## src/rtl/stream_mux_pkg.sv

```systemverilog
// Shared encodings for the round-robin stream multiplexer.
package stream_mux_pkg;

    localparam logic MODE_FIXED = 1'b0;
    localparam logic MODE_RR    = 1'b1;

    typedef enum logic {
        ST_ARB,
        ST_LOCKED
    } state_t;

endpackage

```

## src/rtl/rr_arbiter.sv

```systemverilog
// Rotating-priority search: first requester after i_ptr, modulo CHANNELS.
module rr_arbiter
    import stream_mux_pkg::*;
#(
    parameter int CHANNELS = 4,
    localparam int SEL_W = $clog2(CHANNELS)
) (
    input  logic [CHANNELS-1:0] i_req,
    input  logic [SEL_W-1:0]    i_ptr,
    output logic                o_gnt_valid,
    output logic [SEL_W-1:0]    o_gnt_idx
);

    int w_c;

    // Walk from farthest to nearest so the nearest requester wins last.
    always_comb begin
        o_gnt_valid = 1'b0;
        o_gnt_idx   = '0;
        w_c         = 0;
        for (int i = CHANNELS; i >= 1; i--) begin
            w_c = int'(i_ptr) + i;
            if (w_c >= CHANNELS) begin
                w_c = w_c - CHANNELS;
            end
            if (i_req[w_c]) begin
                o_gnt_valid = 1'b1;
                o_gnt_idx   = SEL_W'(w_c);
            end
        end
    end

endmodule

```

## src/rtl/rr_stream_mux.sv

```systemverilog
// N:1 stream mux with fixed select or round-robin arbitration,
// packet locking and a registered valid/ready output stage.
module rr_stream_mux
    import stream_mux_pkg::*;
#(
    parameter int WIDTH    = 8,
    parameter int CHANNELS = 4,
    localparam int SEL_W = $clog2(CHANNELS)
) (
    input  logic                      clk,
    input  logic                      rst,
    input  logic                      mode,
    input  logic [SEL_W-1:0]          sel,
    input  logic [CHANNELS*WIDTH-1:0] dIn,
    input  logic [CHANNELS-1:0]       dInValid,
    input  logic [CHANNELS-1:0]       dInLast,
    output logic [CHANNELS-1:0]       dInReady,
    output logic [WIDTH-1:0]          dOut,
    output logic                      dOutValid,
    output logic                      dOutLast,
    input  logic                      dOutReady,
    output logic [SEL_W-1:0]          grantIdx
);

    state_t           r_state;
    logic [SEL_W-1:0] r_rr_ptr;
    logic [SEL_W-1:0] r_lock_idx;
    logic [WIDTH-1:0] r_dout;
    logic             r_valid;
    logic             r_last;
    logic [SEL_W-1:0] r_gidx;

    logic             w_arb_valid;
    logic [SEL_W-1:0] w_arb_idx;
    logic             w_gnt_valid;
    logic [SEL_W-1:0] w_gnt_idx;
    logic             w_free;
    logic             w_xfer;
    logic             w_in_last;
    logic [WIDTH-1:0] w_in_data;

    rr_arbiter #(
        .CHANNELS(CHANNELS)
    ) u_arb (
        .i_req      (dInValid),
        .i_ptr      (r_rr_ptr),
        .o_gnt_valid(w_arb_valid),
        .o_gnt_idx  (w_arb_idx)
    );

    // mode/sel only matter between packets; a lock pins the grant.
    always_comb begin
        w_gnt_valid = 1'b0;
        w_gnt_idx   = '0;
        if (r_state == ST_LOCKED) begin
            w_gnt_valid = 1'b1;
            w_gnt_idx   = r_lock_idx;
        end else if (mode == MODE_RR) begin
            w_gnt_valid = w_arb_valid;
            w_gnt_idx   = w_arb_idx;
        end else if (int'(sel) < CHANNELS) begin
            w_gnt_valid = 1'b1;
            w_gnt_idx   = sel;
        end
    end

    assign w_free    = !r_valid || dOutReady;
    assign w_xfer    = w_gnt_valid && w_free && dInValid[w_gnt_idx];
    assign w_in_last = dInLast[w_gnt_idx];
    assign w_in_data = dIn[int'(w_gnt_idx)*WIDTH +: WIDTH];

    always_comb begin
        dInReady = '0;
        if (w_gnt_valid) begin
            dInReady[w_gnt_idx] = w_free;
        end
    end

    always_ff @(posedge clk or posedge rst) begin
        if (rst) begin
            r_state    <= ST_ARB;
            r_rr_ptr   <= SEL_W'(CHANNELS - 1);
            r_lock_idx <= '0;
            r_dout     <= '0;
            r_valid    <= 1'b0;
            r_last     <= 1'b0;
            r_gidx     <= '0;
        end else if (w_xfer) begin
            r_dout  <= w_in_data;
            r_last  <= w_in_last;
            r_gidx  <= w_gnt_idx;
            r_valid <= 1'b1;
            unique case (r_state)
                ST_ARB: begin
                    if (mode == MODE_RR) begin
                        if (w_in_last) begin
                            r_rr_ptr <= w_gnt_idx;
                        end else begin
                            r_lock_idx <= w_gnt_idx;
                            r_state    <= ST_LOCKED;
                        end
                    end
                end
                ST_LOCKED: begin
                    if (w_in_last) begin
                        r_rr_ptr <= r_lock_idx;
                        r_state  <= ST_ARB;
                    end
                end
                default: r_state <= ST_ARB;
            endcase
        end else if (w_free) begin
            r_valid <= 1'b0;
        end
    end

    assign dOut      = r_dout;
    assign dOutValid = r_valid;
    assign dOutLast  = r_last;
    assign grantIdx  = r_gidx;

endmodule

```

## config.mk

```make
export PLATFORM = sky130hd
export DESIGN_NAME = rr_stream_mux
export DESIGN_NICKNAME = d
export VERILOG_FILES = /design/src/rtl/stream_mux_pkg.sv /design/src/rtl/rr_arbiter.sv /design/src/rtl/rr_stream_mux.sv
export SDC_FILE = /design/constraint.sdc
export NUM_CORES = 1
export LEC_CHECK = 0
export CORE_MARGIN = 4
export CORE_UTILIZATION = 42
export CTS_CLUSTER_DIAMETER = 100
export DETAILED_ROUTE_END_ITERATION = 12
export HOLD_SLACK_MARGIN = 0.12
export PLACE_DENSITY = 0.8
export REMOVE_ABC_BUFFERS = 1
export SLEW_MARGIN = 20
export SYNTH_ARGS = -nofsm -noshare
export SYNTH_HDL_FRONTEND = slang
export SYNTH_SLANG_ARGS = --single-unit
```

## constraint.sdc

```tcl
create_clock -name clk -period 6.1 [get_ports clk]
set_input_delay 0.61 -clock clk [delete_from_list [all_inputs] [get_ports clk]]
set_output_delay 0.61 -clock clk [all_outputs]
set_load 0.01 [all_outputs]
```

==> results.sh <==
export IMPL_grt_use_met2=0.296
export IMPL_timing_slew_headroom=0.353
export IMPL_cts_setup_buffers=0
export IMPL_io_pin_count=62
export IMPL_clk_pin_slew_ps=100
export IMPL_ys_top_cells_by_area="dfrtp_1 31%, mux2i_1 12%, a211oi_1 6.3%"
export IMPL_vdd_ir_drop_max_mv=0.411
export IMPL_fin_crit_ps=4200
export IMPL_first_pass_iters=4
export IMPL_met1_usage=0.219
export IMPL_start_util=0.438
export IMPL_place_gp_congestion=0.881
export IMPL_slew_viol_final=0
export IMPL_stdcell_count=211
export IMPL_worstHoldStart="dOut[6]"
export IMPL_antenna_found_initial=0
export IMPL_use_met3=0.0755
export IMPL_ys_warn_count=0
export IMPL_busiest_layer="met2"
export IMPL_p_seq_frac=0.258
export IMPL_htreeDepth=1
export IMPL_clkPwrFrac=0.072
export IMPL_cts_sinks=17
export IMPL_drt_iter0_drc=43
export IMPL_period_share=0.689
export IMPL_insertion_delay_ps=280
export IMPL_core_mm2=0.00273
export IMPL_worstSetupStartpoint="dInValid[3]"
export IMPL_die_w_um=61.4
export IMPL_power_leakage_nw=0.771
export IMPL_fin_nets=227
export IMPL_hold_buffers=0
export IMPL_numCtsBuffers=3
export IMPL_avgSynthCellArea_um2=9.91
export IMPL_rsz0062_at_grt="false"
export IMPL_area_growth_pct=53.0
export IMPL_ys_seq_elements=17
export IMPL_worst_pin_slew_ps=968
export IMPL_worst_slack_ps=1900
export IMPL_root_buffer="clkbuf_4"
export IMPL_vias=1131
export IMPL_grt_pass1_vias=1183
export IMPL_ys_seq_area_frac=0.357
export IMPL_cts_resized=0
export IMPL_p_per_area_mw_per_mm2=446
export IMPL_grt_max_degree=35
export IMPL_worstPathRequired_ps=5490
export IMPL_switching_share=0.397
export IMPL_tns_ps=0
export IMPL_skew_ps=1.88
export IMPL_synth_cell_type_count=31
export IMPL_criticalPathCategory="in2out"
export IMPL_fin_util=0.671
export IMPL_wirelength_um=3080
export IMPL_hp_class="reg2reg"
export IMPL_dpl_hpwl_um=2420
export IMPL_synth_area_mm2=0.00120
export IMPL_start_kind="input pin"
export IMPL_fp_dieH_um=61.4
export IMPL_comb_power_share=0.670
export IMPL_synth_largest_area_cell="dfrtp_1"
export IMPL_rows=19
export IMPL_drive_gt1_frac=0.111
export IMPL_cts_buffer_depth=2
export IMPL_gr_total_overflow=0
export IMPL_grt_pass1_wl_um=5060
export IMPL_drv_cap=0
export IMPL_cts_tree="done"
export IMPL_dp_cells=207
export IMPL_setup_viol=0
export IMPL_die_area_mm2=0.00377
export IMPL_path_max_fanout=23
export IMPL_status="complete, no violations"
export IMPL_track_usage=0.182
export IMPL_antennaDiodeCount=0
export IMPL_drt_wirelength_per_cell_um=14.6
export IMPL_switchingPower_uw=325
export IMPL_fmax_mhz=238
export IMPL_vias_per_cell=5.36
export IMPL_drcViolationCount=0
export IMPL_hold_viol=0
export IMPL_r2r_start="r_rr_ptr[1]"
export IMPL_p_total_uw=818
export IMPL_synth_top_area_frac=0.313
export IMPL_pre_cts_slack_ps=1890
export IMPL_io_buffers=61
export IMPL_internal_power_uw=493
export IMPL_endpoint_kind="output port"
export IMPL_drtAntennaViolNets=0
export IMPL_postSynthCellCount=121
export IMPL_crit_arrival_ps=3590
[layout make-up]
cell class	count	area [um^2]
fillers	233	900
multi-input cells	93	711
repair buffers	61	611
flip-flops and latches	17	428
well taps	31	38.8
clock buffers	3	22.5
inverters	5	18.8
clock inverters	1	5.00
[cell usage after synthesis, drive strengths merged]
library cell  instances
nor2b                 8
o21ai                 5
a22oi                 2
mux2                 10
nand3b                1
or3                   1
dfstp                 2
or2                   1
dfrtp                15
nor2                 10
nor3b                 1
nor3                  1
a21oi                14
nand2b                7
mux2i                14
o22ai                 1
buf                   6
inv                   5
nand2                 2
a221o                 1
a211oi               11
o31ai                 1
a211o                 1
a22o                  1
[routing by layer]
| metal | part of all wire | up-vias |
|---|---|---|
| met2 | 0.46 | 47 |
| met3 | 0.11 | 5 |
| li1 | - | 562 |
| met1 | 0.42 | 517 |
| met4 | 0.0097 | 0 |
| met5 | 0 | - |
[sequential cells by signal (all words and copies together) (netlist names)]
name / count
dOut: 8
dOutLast: 1
dOutValid: 1
grantIdx: 2
r_lock_idx: 2
r_rr_ptr: 2
r_state: 1
[path summary, 6_finish.rpt]
| check | end | slack [ps] | depth (start not counted) |
|---|---|---|---|
| setup reg to reg | dOutLast | 2910 | 6 |
| setup / recovery | dInReady[0] | 1900 | 7 |
| min in group asynchronous | r_lock_idx[0] | 700 | 2 |
| max in group asynchronous | dOut[2] | 4980 | 2 |
| hold reg to reg | dOut[6] | 520 | 1 |
| hold / removal | dOut[6] | 520 | 1 |
[logic make-up after synthesis]
kind of cell    count (synthesis)  synth area share
compound gates                 37             0.223
simple gates                   32             0.143
mux                            24             0.227
flops                          17             0.357
buf+inv                        11            0.0501
[critical path, stage by stage]
cell,delay [ps]
clkdlybuf4s50_1,530
mux2_2,320
a221o_1,310
o21ai_2,680
nand2b_1,270
a211oi_1,300
clkdlybuf4s50_1,580
[per-stage QoR]
step	hold slack, ps	cell area (um^2)
finish	519	1830
global placement	493	1810
CTS	523	1830
floorplan	479	1160
global route	549	1830
detailed placement	500	1810
[power by group through the flow]
stage | Sequential, mW | Combinational (mW) | Clock [mW]
2_1_floorplan | 0.226 | 0.337 | 0
3_3_place_gp | 0.211 | 0.540 | 0
3_5_place_dp | 0.211 | 0.555 | 0
4_1_cts | 0.211 | 0.556 | 0.0617
5_1_grt | 0.218 | 0.606 | 0.0673
6_report | 0.211 | 0.548 | 0.0589
[cell usage in the layout, fill, tap and decap left out]
cell,instances
a22o_1,1
nand2_1,2
o21ai_1,1
clkinv_2,1
or2_1,1
nor3b_1,1
clkdlybuf4s50_1,61
nor2b_1,8
nand3b_1,1
mux2_2,5
o21ai_0,3
a211o_1,1
mux2_4,5
a221o_1,1
o21ai_2,1
or3_1,1
a21oi_4,1
o31ai_1,1
dfrtp_1,15
nand2b_1,7
nor2_1,10
a211oi_1,10
a211oi_2,1
clkbuf_4,3
inv_1,5
a22oi_1,2
o22ai_4,1
dfstp_2,2
mux2i_1,14
nor3_1,1
a21oi_1,13
Note: power is estimated with default switching activity, not from simulation.
